`src/rtl/des_subkey_cache.sv`:
```
// DES round-key cache: walks the key generator through IDs 1..16 over a
// level start/ready handshake, stores the 48-bit subkeys, and serves them by round.
module des_subkey_cache #(
    parameter int unsigned TIMEOUT_CYCLES = 255   // must be >= 32
) (
    input  logic        clk,
    input  logic        rst_n,
    input  logic        load,
    input  logic [63:0] key_in,
    output logic        gen_start,
    output logic [5:0]  gen_keyid,
    output logic [63:0] gen_key,
    input  logic [47:0] gen_branchkey,
    input  logic        gen_ready,
    input  logic        rd_decrypt,
    input  logic [3:0]  rd_round,
    output logic [47:0] rd_subkey,
    output logic        busy,
    output logic        keys_valid,
    output logic        err
);

    localparam int unsigned CNT_W = $clog2(TIMEOUT_CYCLES + 1);
    localparam logic [CNT_W-1:0] CNT_LAST = CNT_W'(TIMEOUT_CYCLES - 1);

    typedef enum logic [2:0] {
        IDLE,
        REQ,
        CAPTURE,
        RELEASE,
        DONE
    } state_t;

    state_t           state, state_d;
    logic [CNT_W-1:0] wait_cnt;
    logic [47:0]      slots [16];

    logic accept;
    logic capture;
    logic advance;
    logic finish;
    logic timeout;

    logic [3:0] wr_slot;
    logic [3:0] rd_slot;

    assign wr_slot = 4'(gen_keyid - 6'd1);
    assign rd_slot = rd_decrypt ? (4'd15 - rd_round) : rd_round;

    always_ff @(posedge clk or negedge rst_n) begin
        if (!rst_n) begin
            state <= IDLE;
        end else begin
            // NOTE: sequential state always uses non-blocking assignment so every
            // flop samples the pre-edge values regardless of block ordering.
            state <= state_d;
        end
    end

    always_comb begin
        // NOTE: every output of this block gets a default first; a path that
        // leaves one unassigned would infer a latch.
        state_d = state;
        accept  = 1'b0;
        capture = 1'b0;
        advance = 1'b0;
        finish  = 1'b0;
        timeout = 1'b0;
        case (state)
            IDLE, DONE: begin
                if (load) begin
                    accept  = 1'b1;
                    state_d = REQ;
                end
            end
            REQ: begin
                // wait_cnt==0 marks the first REQ cycle; a ready left over from
                // the previous key must not be mistaken for this one.
                if (gen_ready && (wait_cnt != '0)) begin
                    capture = 1'b1;
                    state_d = CAPTURE;
                end else if (wait_cnt == CNT_LAST) begin
                    timeout = 1'b1;
                    state_d = IDLE;
                end
            end
            CAPTURE: begin
                state_d = RELEASE;
            end
            RELEASE: begin
                if (!gen_ready) begin
                    if (gen_keyid == 6'd16) begin
                        finish  = 1'b1;
                        state_d = DONE;
                    end else begin
                        advance = 1'b1;
                        state_d = REQ;
                    end
                end else if (wait_cnt == CNT_LAST) begin
                    timeout = 1'b1;
                    state_d = IDLE;
                end
            end
            default: begin
                state_d = IDLE;
            end
        endcase
    end

    always_ff @(posedge clk or negedge rst_n) begin
        if (!rst_n) begin
            gen_start  <= 1'b0;
            gen_keyid  <= '0;
            gen_key    <= '0;
            busy       <= 1'b0;
            keys_valid <= 1'b0;
            err        <= 1'b0;
            wait_cnt   <= '0;
            rd_subkey  <= '0;
        end else begin
            // Registered decode of the next state keeps gen_start glitch-free.
            gen_start <= (state_d == REQ);

            if (state_d != state) begin
                wait_cnt <= '0;
            end else if ((state == REQ) || (state == RELEASE)) begin
                wait_cnt <= wait_cnt + CNT_W'(1);
            end

            if (accept) begin
                gen_key    <= key_in;
                gen_keyid  <= 6'd1;
                keys_valid <= 1'b0;
                err        <= 1'b0;
                busy       <= 1'b1;
            end
            if (advance) begin
                gen_keyid <= gen_keyid + 6'd1;
            end
            if (finish) begin
                keys_valid <= 1'b1;
                busy       <= 1'b0;
            end
            if (timeout) begin
                err        <= 1'b1;
                busy       <= 1'b0;
                keys_valid <= 1'b0;
            end

            // A load accepted this cycle invalidates the cache for this read too.
            if (keys_valid && !accept) begin
                rd_subkey <= slots[rd_slot];
            end else begin
                rd_subkey <= '0;
            end
        end
    end

    always_ff @(posedge clk or negedge rst_n) begin
        if (!rst_n) begin
            // NOTE: the key file is cleared on reset so no stale key material
            // from a previous session survives a reset.
            for (int i = 0; i < 16; i++) begin
                slots[i] <= '0;
            end
        end else if (capture) begin
            slots[wr_slot] <= gen_branchkey;
        end
    end

endmodule

```
`config.mk`:
```
export PLATFORM = sky130hd
export DESIGN_NAME = des_subkey_cache
export DESIGN_NICKNAME = d
export VERILOG_FILES = /design/src/rtl/des_subkey_cache.sv
export SDC_FILE = /design/constraint.sdc
export NUM_CORES = 1
export LEC_CHECK = 0
export BUFFER_PORTS_ARGS = -buffer_cell sky130_fd_sc_hd__buf_2
export CORE_MARGIN = 2
export CORE_UTILIZATION = 61
export DETAILED_ROUTE_END_ITERATION = 8
export PLACE_DENSITY_LB_ADDON = 0.08
export SLEW_MARGIN = 40
export SYNTH_ARGS = -nofsm -noshare
export SYNTH_HDL_FRONTEND = slang
export SYNTH_SLANG_ARGS = --single-unit
```
`constraint.sdc`:
```
create_clock -name clk -period 3.1 [get_ports clk]
set_input_delay 0.62 -clock clk [delete_from_list [all_inputs] [get_ports clk]]
set_output_delay 0.62 -clock clk [all_outputs]
set_load 0.005 [all_outputs]
```
# Word-level counts from Yosys, hierarchy flattened
# Cells that the tools add are included.
classes:
  muxes: 39
  n_eq_ne: 8
  reduce_logical: 12
  n_shift: 0
  add_sub_neg: 4
  div_mod_pow: 0
  order_cmp: 3
  bitwise: 2
  multipliers: 0
op_table:
  columns: ["cell", "count"]
  rows:
  - ["768-bit bitwise mux", 1]
  - ["48-bit binary-select mux with 4-bit select", 1]
  - ["48-bit demux with 4-bit select", 1]
  - ["48-bit 2-to-1 mux", 4]
  - ["1-bit 2-to-1 mux", 20]
  - ["8-bit 2-to-1 mux", 2]
  - ["3-bit 2-to-1 mux", 5]
  - ["6-bit 2-to-1 mux", 2]
  - ["3-bit case mux with 4 select lines", 1]
  - ["5-bit greater-or-equal comparator, second input constant", 2]
  - ["4-bit NOT with 5-bit output", 2]
  - ["8-bit by 1-bit adder with 8-bit output, second input constant", 1]
  - ["8-bit == test, second input constant", 1]
  - ["8-bit nonzero test", 1]
  - ["6-bit by 1-bit adder with 6-bit output, second input constant", 1]
  - ["3-bit by 1-bit == test with 1-bit output, second input constant", 2]
  - ["3-bit by 2-bit == test with 1-bit output, second input constant", 2]
  - ["6-bit by 5-bit == test with 1-bit output, second input constant", 1]
  - ["2-bit nonzero test", 3]
  - ["5-bit by 1-bit less-than comparator with 1-bit output, second input constant", 1]
  - ["4-bit 2-to-1 mux", 1]
  - ["4-bit by 1-bit subtractor with 4-bit output, second input constant", 1]
  - ["4-bit subtractor, first input constant", 1]
  - ["3-bit == test, second input constant", 1]
  - ["8 further kinds", 10]
word_totals:
  ram_bits: 0
  memories: 0
  latchBits: 0
  out_inout_bits: 122
  romBits: 0
  reg_bits: 901

# Longest topological paths before layout
# Gate-level depths: netlist of the first run.
depth:
  depth_word: 7
  ltp_mapped: 9

# Least setup slack after synthesis of the first run
# Ideal clock, no wire load.
synth_timing:
  path_kind: "in2reg"
  startpoint: "input rd_round[0]"
  endpoint: "register rd_subkey[10]"
  path_stages: 6
  n_path_buf: 2
  t_required_ns: 2.968
  path_slack_ns: 0.761
  setup_ns: 0.132
  t_arrival_ns: 2.207
  path_cell_list: "buf_2 > xor2_2 > buf_4 > mux4_2 > o211ai_1 > a21oi_1"
synth_between:
  elab_chain_cells: 7
synth_rtl:
  columns: ["item", "line_no", "rtl"]
  rows:
  - ["start, declared", "16", "input logic [3:0] rd_round,"]
  - ["4-bit subtractor", "48", "assign rd_slot = rd_decrypt ? (4'd15 - rd_round) : rd_round;"]
  - ["4-bit 2-to-1 mux (*)", "48", null]
  - ["4-bit NOT with 5-bit output (implied by the code) (*)", "152", "rd_subkey <= slots[rd_slot];"]
  - ["48-bit binary-select mux with 4-bit select (*)", "152", null]
  - ["48-bit 2-to-1 mux (implied by the code) (*) (2 in a row)", "152", null]
  - ["48-bit 2-to-1 mux (*)", "151", "if (keys_valid && !accept) begin"]
  - ["end signal, assigned", "152", null]
  - ["end, declared", "17", "output logic [47:0] rd_subkey,"]
# Mark *: on every way between the ends. The rest lies on a longest branch, timed or not. The select of a mux whose other input is x is not followed.
# A chain may end at the register's enable or synchronous reset.

# Final worst setup path of the first run
layout_timing:
  startpoint: "register gen_keyid[0]"
  endpoint: "register slots[581] in the netlist's numbering"
layout_between:
  elab_chain_cells: 7
  elab_cells_between_ends: 8
layout_rtl:
  columns: ["item", "line_no", "rtl"]
  rows:
  - ["start, declared", "11", "output logic [5:0] gen_keyid,"]
  - ["start signal, assigned", "138", "gen_keyid <= gen_keyid + 6'd1;"]
  - ["4-bit by 1-bit subtractor with 4-bit output (*)", "47", "assign wr_slot = 4'(gen_keyid - 6'd1);"]
  - ["4-bit NOT with 5-bit output (implied by the code) (*)", "167", "slots[wr_slot] <= gen_branchkey;"]
  - ["5-bit greater-or-equal comparator (implied by the code) / 5-bit by 1-bit less-than comparator with 1-bit output (equally long branches)", "167", null]
  - ["1-bit logical AND (implied by the code)", "167", null]
  - ["48-bit 2-to-1 mux (implied by the code)", "167", null]
  - ["48-bit demux with 4-bit select (*)", "167", null]
  - ["768-bit bitwise mux (*)", "167", null]
  - ["end signal, assigned by index", "167", null]
  - ["end, declared", "36", "logic [47:0] slots [16];"]
# Mark *: on every way between the ends. The rest lies on a longest branch, timed or not.

==> results of run 1 <==
==> worst min path at each step <==
| stage | from | to | slack, ns |
|---|---|---|---|
| floorplan | rst_n | busy | 0.32 |
| global placement | gen_key[56] | gen_key[56] | 0.45 |
| detailed placement | gen_key[27] | gen_key[27] | 0.46 |
| CTS | key_in[18] | gen_key[18] | 0.14 |
| global route | key_in[31] | gen_key[31] | 0.16 |
| finish | key_in[18] | gen_key[18] | 0.16 |
==> what timing repair did <==
action / CTS / global route
hold buffers: 1 / 0
gates resized for setup: 0 / 0
endpoints found under the hold margin: 24 / 0
==> worst max-delay path, delay by kind of cell (launching register included) <==
kind	cells	cell delay, ns
buffers and inverters	2	0.39
adders and majority gates	1	0.29
DFF	1	0.54
muxes	1	0.28
AOI/OAI and AO/OA	1	0.66
and+or+nand+nor	2	0.45
==> per-layer routing <==
layer,vias up,track usage [%],routed length (um)
met5,-,0,60
met4,10,10.6,2950
met3,211,6.20,7770
met2,1044,51.5,53900
met1,15100,45.5,49100
li1,12300,-,-
==> area by class of cell <==
type | instances | share of cell area (%)
Timing Repair Buffer | 362 | 5.75
Inverter | 10 | 0.0776
Antenna cell | 4 | 0.0207
Tap cell | 931 | 2.41
Clock buffer | 134 | 5.66
Sequential cell | 901 | 46.6
Multi-Input combinational cell | 2071 | 38.5
Clock inverter | 39 | 0.978
==> flip-flops by register name, indices dropped and copies added, names as in the netlist <==
signal and flops:
slots 768, gen_key 64, rd_subkey 48, wait_cnt 8, gen_keyid 6, state 3
busy 1, err 1, gen_start 1, keys_valid 1
==> Yosys cell counts (4+ instances only) <==
cell and number:
and3_1 4, nand2b_1 4, o22a_1 28, o31ai_1 19, o22ai_1 60, ha_1 9, buf_6 4, nand4_1 8
and2_1 4, a21oi_1 43, clkbuf_1 132, mux4_2 67, mux2i_1 283, dfrtp_1 901, nor2b_1 4, buf_1 7
o21ai_0 19, or2_2 4, inv_1 9, o211ai_1 44, xnor2_1 4, buf_2 90, nor3_1 4, a221oi_1 53
buf_4 53, a31oi_1 19, nor3b_1 4, xor2_1 7, and3b_1 4, nand2_1 319, a32oi_1 43, nor2_1 144
nand3_1 15, mux2_2 769, o221ai_1 26, or3_1 27
==> power by group <==
part,internal (W),switching [W]
combinational,0.00485,0.00379
sequential,0.0155,0.00238
clock,0.00698,0.00470
total,0.0273,0.0109
==> metrics by stage <==
stage | hold WS, ns | instance area [um2] | util [%]
3_3_place_gp | 0.452 | 45100 | 65.6
2_1_floorplan | 0.324 | 42400 | -
6_report | 0.156 | 48400 | 70.4
3_5_place_dp | 0.459 | 45100 | 65.6
4_1_cts | 0.136 | 48300 | 70.3
5_1_grt | 0.160 | 48400 | 70.4
==> cell families (layout without fill, tap and decap cells) <==
| logic type | Yosys count | after routing | synth area share, % |
|---|---|---|---|
| DFF | 901 | 901 | 53.2 |
| and+or+nand+nor | 556 | 556 | 5.53 |
| adders and majority gates | 9 | 9 | 0.266 |
| other | 0 | 4 | 0 |
| AOI/OAI and AO/OA | 371 | 371 | 6.45 |
| buffers and inverters | 296 | 545 | 3.43 |
| muxes | 1122 | 1122 | 30.8 |
| xor gates and xnor gates | 13 | 13 | 0.304 |
==> flow_metrics.env, run 1 <==
export IMPL_h_tree_depth=3
export IMPL_max_freq_ghz=0.363
export IMPL_path_cells="inv_1, ha_1, and3b_1, a21oi_1, nor2_4, buf_12, mux2_2"
export IMPL_drv_cap=0
export IMPL_multiInputGateArea_um2=18600
export IMPL_cp_slowest_cell="a21oi_1"
export IMPL_clkTransAtPathRegs_ns=0.06
export IMPL_dp_cells=4273
export IMPL_vias_per_cell=6.42
export IMPL_crit_required_ns=3.61
export IMPL_syn_to_final_growth_pct=14.1
export IMPL_finalNetCount=3570
export IMPL_skew_ns=0.0188
export IMPL_grt_total_usage_pct=32.5
export IMPL_post_cts_buffers=0
export IMPL_final_common_cell="dfrtp_1"
export IMPL_syn_nets=3398
export IMPL_numCtsBuffers=94
export IMPL_dpl_hpwl_mm=69.6
export IMPL_start_util_pct=61.7
export IMPL_worst_slew_pin_slew_ns=0.851
export IMPL_reg2regPathDepth=7
export IMPL_die_x_um=268
export IMPL_ys_types=60
export IMPL_ant_nets=0
export IMPL_synth_edf_count=0
export IMPL_pre_cts_ws_ns=0.328
export IMPL_dr_total_vias=28600
export IMPL_whs_path_depth=3
export IMPL_synthArstFlopShare_pct=100
export IMPL_p_leak_nw=23.3
export IMPL_synthDominantCellAreaShare_pct=53.2
export IMPL_grt_max_degree=147
export IMPL_synth_seq_area_share_pct=53.2
export IMPL_avgSynthCellArea_um2=13.0
export IMPL_antenna_found_initial=10
export IMPL_syn_inst=3268
export IMPL_core_area_um2=68700
export IMPL_cp_max_fo=15
export IMPL_port_buffers=242
export IMPL_final_cells=4452
export IMPL_synth_area_leaders="dfrtp_1 (53%), mux2_2 (20%), mux2i_1 (6.7%)"
export IMPL_post_synth_top_area_cell="dfrtp_1"
export IMPL_crit_start="gen_keyid[0]"
export IMPL_dr_pass1_iters=5
export IMPL_clk_path_buf_depth=3
export IMPL_cts_tree="yes"
export IMPL_wirelength_mm=114
export IMPL_rr_endpoint="slots[581]"
export IMPL_gp_congestion=0.814
export IMPL_synth_ff_type="dfrtp_1"
export IMPL_power_total_w=0.0381
export IMPL_clock_latency_ns=0.65
export IMPL_max_slew_margin_pct=43.3
export IMPL_p_per_area_nw_per_um2=789
export IMPL_ys_ff_latch=901
export IMPL_min_path_type="input port to flop"
export IMPL_die_area_um2=71600
export IMPL_period_minus_slack_ns=2.75
export IMPL_grt_pass1_vias=30200
export IMPL_grt_remaining_overflow=0
export IMPL_peakVddDrop_mv=0.510
export IMPL_ys_warn_count=0
export IMPL_setup_worst_path_end_class="flop"
export IMPL_cts_root_buffer="clkbuf_16"
export IMPL_num_rows=96
export IMPL_status="finished clean"
export IMPL_layout_setup_ws_ns=0.345
export IMPL_hold_viol=0
export IMPL_cts_sinks=901
export IMPL_wl_per_cell_um=25.6
export IMPL_critical_path_class="flop to flop"
export IMPL_rrSetupSlack_ns=0.35
export IMPL_cp_start_kind="flop"
export IMPL_grt_pass1_wl_mm=178
export IMPL_worst_ep_arrival_time_ns=3.27
export IMPL_cpPeakStageDelay_ns=0.66
export IMPL_drtIter0Drc=2716
export IMPL_ios=243
export IMPL_dieHeight_um=268
export IMPL_regArea_um2=22500
export IMPL_setup_violations=0
export IMPL_nFillCells=4800
export IMPL_drc_errors=0
export IMPL_fin_tns_setup_ns=0
export IMPL_worstSetupEndpoint="slots[581]"
export IMPL_rsz0062_at_grt="false"
export IMPL_min_period_over_period_pct=88.9
export IMPL_drive_gt1_share_pct=39.5
export IMPL_syn_area_um2=42400
export IMPL_layout_common_cells="dfrtp_1 (901), mux2_2 (769), nand2_1 (317)"
export IMPL_drv_slew=0
export IMPL_rr_startpoint="gen_keyid[0]"
(Power assumes the default switching activity.)
==> run 2: changes to the inputs <==
--- a/config.mk
+++ b/config.mk
@@ -10,6 +10,7 @@
 export CORE_UTILIZATION = 61
 export DETAILED_ROUTE_END_ITERATION = 8
 export PLACE_DENSITY_LB_ADDON = 0.08
+export SETUP_SLACK_MARGIN = 0.4
 export SLEW_MARGIN = 40
 export SYNTH_ARGS = -nofsm -noshare
 export SYNTH_HDL_FRONTEND = slang
==> run 2 against run 1 <==
Net effect:
- total power increased by 0.11%
- hold slack got worse by 0.0025 ns
- via count increased by 0.54%
- wire length increased by 0.24%
- critical endpoint is now slots[559]
- die area unchanged
- sequential cell count unchanged
- final area increased by 0.29%
- combinational power about the same
- utilization increased by 0.20 points
- largest cell class unchanged
==> flow_metrics.env, run 2 (synthesized netlist as in run 1, its figures left out) <==
export IMPL_dr_pass1_iters=5
export IMPL_cp_max_fo=48
export IMPL_peakVddDrop_mv=0.508
export IMPL_drtIter0Drc=2726
export IMPL_max_freq_ghz=0.382
export IMPL_rr_startpoint="gen_keyid[0]"
export IMPL_largest_reg_flops=768
export IMPL_dpl_hpwl_mm=69.6
export IMPL_rr_endpoint="slots[559]"
export IMPL_setup_worst_path_end_class="flop"
export IMPL_drv_cap=0
export IMPL_p_leak_nw=23.4
export IMPL_vias_per_cell=6.44
export IMPL_regMostFlops="slots"
export IMPL_layout_common_cells="dfrtp_1 (901), mux2_2 (769), nand2_1 (317)"
export IMPL_gr_usage_met3_pct=6.20
export IMPL_drive_gt1_share_pct=39.7
export IMPL_start_util_pct=61.7
export IMPL_cp_start_kind="flop"
export IMPL_whs_path_depth=3
export IMPL_antenna_found_initial=10
export IMPL_crit_required_ns=3.62
export IMPL_num_rows=96
export IMPL_ant_nets=0
export IMPL_skew_ns=0.0179
export IMPL_grt_use_met2_pct=51.5
export IMPL_clock_latency_ns=0.65
export IMPL_drc_errors=0
export IMPL_h_tree_depth=3
export IMPL_cts_sinks=901
export IMPL_wl_per_cell_um=25.6
export IMPL_port_buffers=242
export IMPL_period_minus_slack_ns=2.62
export IMPL_worst_slew_pin_slew_ns=0.815
export IMPL_finalNetCount=3580
export IMPL_grt_remaining_overflow=0
export IMPL_dieHeight_um=268
export IMPL_final_common_cell="dfrtp_1"
export IMPL_die_area_um2=71600
export IMPL_grt_busiest_layer="met2"
export IMPL_wirelength_mm=114
export IMPL_syn_to_final_growth_pct=14.4
export IMPL_hold_ws_ns=0.153
export IMPL_min_period_over_period_pct=84.5
export IMPL_reg2regPathDepth=8
export IMPL_gp_congestion=0.814
export IMPL_die_x_um=268
export IMPL_grt_pass1_wl_mm=178
export IMPL_grt_pass1_vias=30200
export IMPL_core_area_um2=68700
export IMPL_min_delay_start="key_in[18]"
export IMPL_clkTransAtPathRegs_ns=0.06
export IMPL_top_regs="slots: 768 flops, gen_key: 64 flops, rd_subkey: 48 flops"
export IMPL_grt_max_degree=147
export IMPL_rrSetupSlack_ns=0.48
export IMPL_hold_viol=0
export IMPL_dr_total_vias=28700
export IMPL_p_per_area_nw_per_um2=787
export IMPL_fin_tns_setup_ns=0
export IMPL_drv_slew=0
export IMPL_min_path_type="input port to flop"
export IMPL_critical_path_class="flop to flop"
export IMPL_setup_violations=0
export IMPL_grt_total_usage_pct=32.5
export IMPL_clk_path_buf_depth=3
export IMPL_cts_tree="yes"
export IMPL_rsz0062_at_grt="true"
export IMPL_dp_cells=4273
export IMPL_numCtsBuffers=94
export IMPL_hold_end="gen_key[18]"
export IMPL_ios=243
export IMPL_final_cells=4462
export IMPL_cts_root_buffer="clkbuf_16"
export IMPL_status="finished clean"
export IMPL_worst_ep_arrival_time_ns=3.14
export IMPL_met1_usage_pct=45.5
export IMPL_max_slew_margin_pct=45.6
[run 2: timing repair]
action / 4_1_cts / 5_1_grt
pin swaps: 0 / 3
buffers inserted: 0 / 10
endpoints found under the hold margin: 24 / 0
gates resized for setup: 2 / 6
hold buffers: 1 / 0
endpoints found under the setup margin: 195 / 599
[run 2: worst max path at each step]
stage / start / to / slack, ns / cells past startpoint
detailed placement: gen_keyid[0] / slots[86] / 0.33 / 7
CTS: gen_keyid[0] / slots[568] / 0.39 / 8
floorplan: rd_round[0] / rd_subkey[10] / 0.76 / 6
global placement: rd_decrypt / rd_subkey[23] / 0.34 / 7
finish: gen_keyid[0] / slots[559] / 0.48 / 8
global route: wait_cnt[0] / slots[751] / 0.27 / 8
[run 2: routing by layer]
layer	part of all wire (%)	routed length [um]
met5	0.053	60
met4	2.6	2980
met3	7.2	8270
met2	47	53900
met1	43	48800
[run 2: power by group]
group	internal, W	switching, W	leakage (nW)	total, W
sequential	0.0155	0.00239	12.2	0.0178
combinational	0.00487	0.00380	9.55	0.00867
clock	0.00698	0.00471	1.60	0.0117
total	0.0273	0.0109	23.4	0.0382
[run 2: layout make-up]
cell class              instances  area [um2]
diodes                          4        10.0
clock buffers                 134        2740
clock inverters                39         473
fillers                      4772       20200
inverters                      10        37.5
multi-input cells            2071       18600
flip-flops and latches        901       22500
well taps                     931        1160
repair buffers                372        2910
[run 2: worst max-delay path, cell delays in order, from the launching register on]
cell     delay [ns]
dfrtp_1        0.50
inv_1          0.16
ha_1           0.27
nor2b_1        0.27
a22oi_2        0.18
buf_2          0.20
nor2_4         0.10
buf_12         0.37
mux2_2         0.39
[run 2: per-stage QoR]
| step | area [um2] | utilization (%) | worst slack [ns] | power (W) |
|---|---|---|---|---|
| 3_3_place_gp | 45100 | 65.6 | 0.345 | 0.0257 |
| 4_1_cts | 48300 | 70.3 | 0.394 | 0.0383 |
| 3_5_place_dp | 45100 | 65.6 | 0.328 | 0.0265 |
| 5_1_grt | 48500 | 70.6 | 0.271 | 0.0401 |
| 2_1_floorplan | 42400 | - | 0.761 | 0.0235 |
| 6_report | 48500 | 70.6 | 0.481 | 0.0382 |
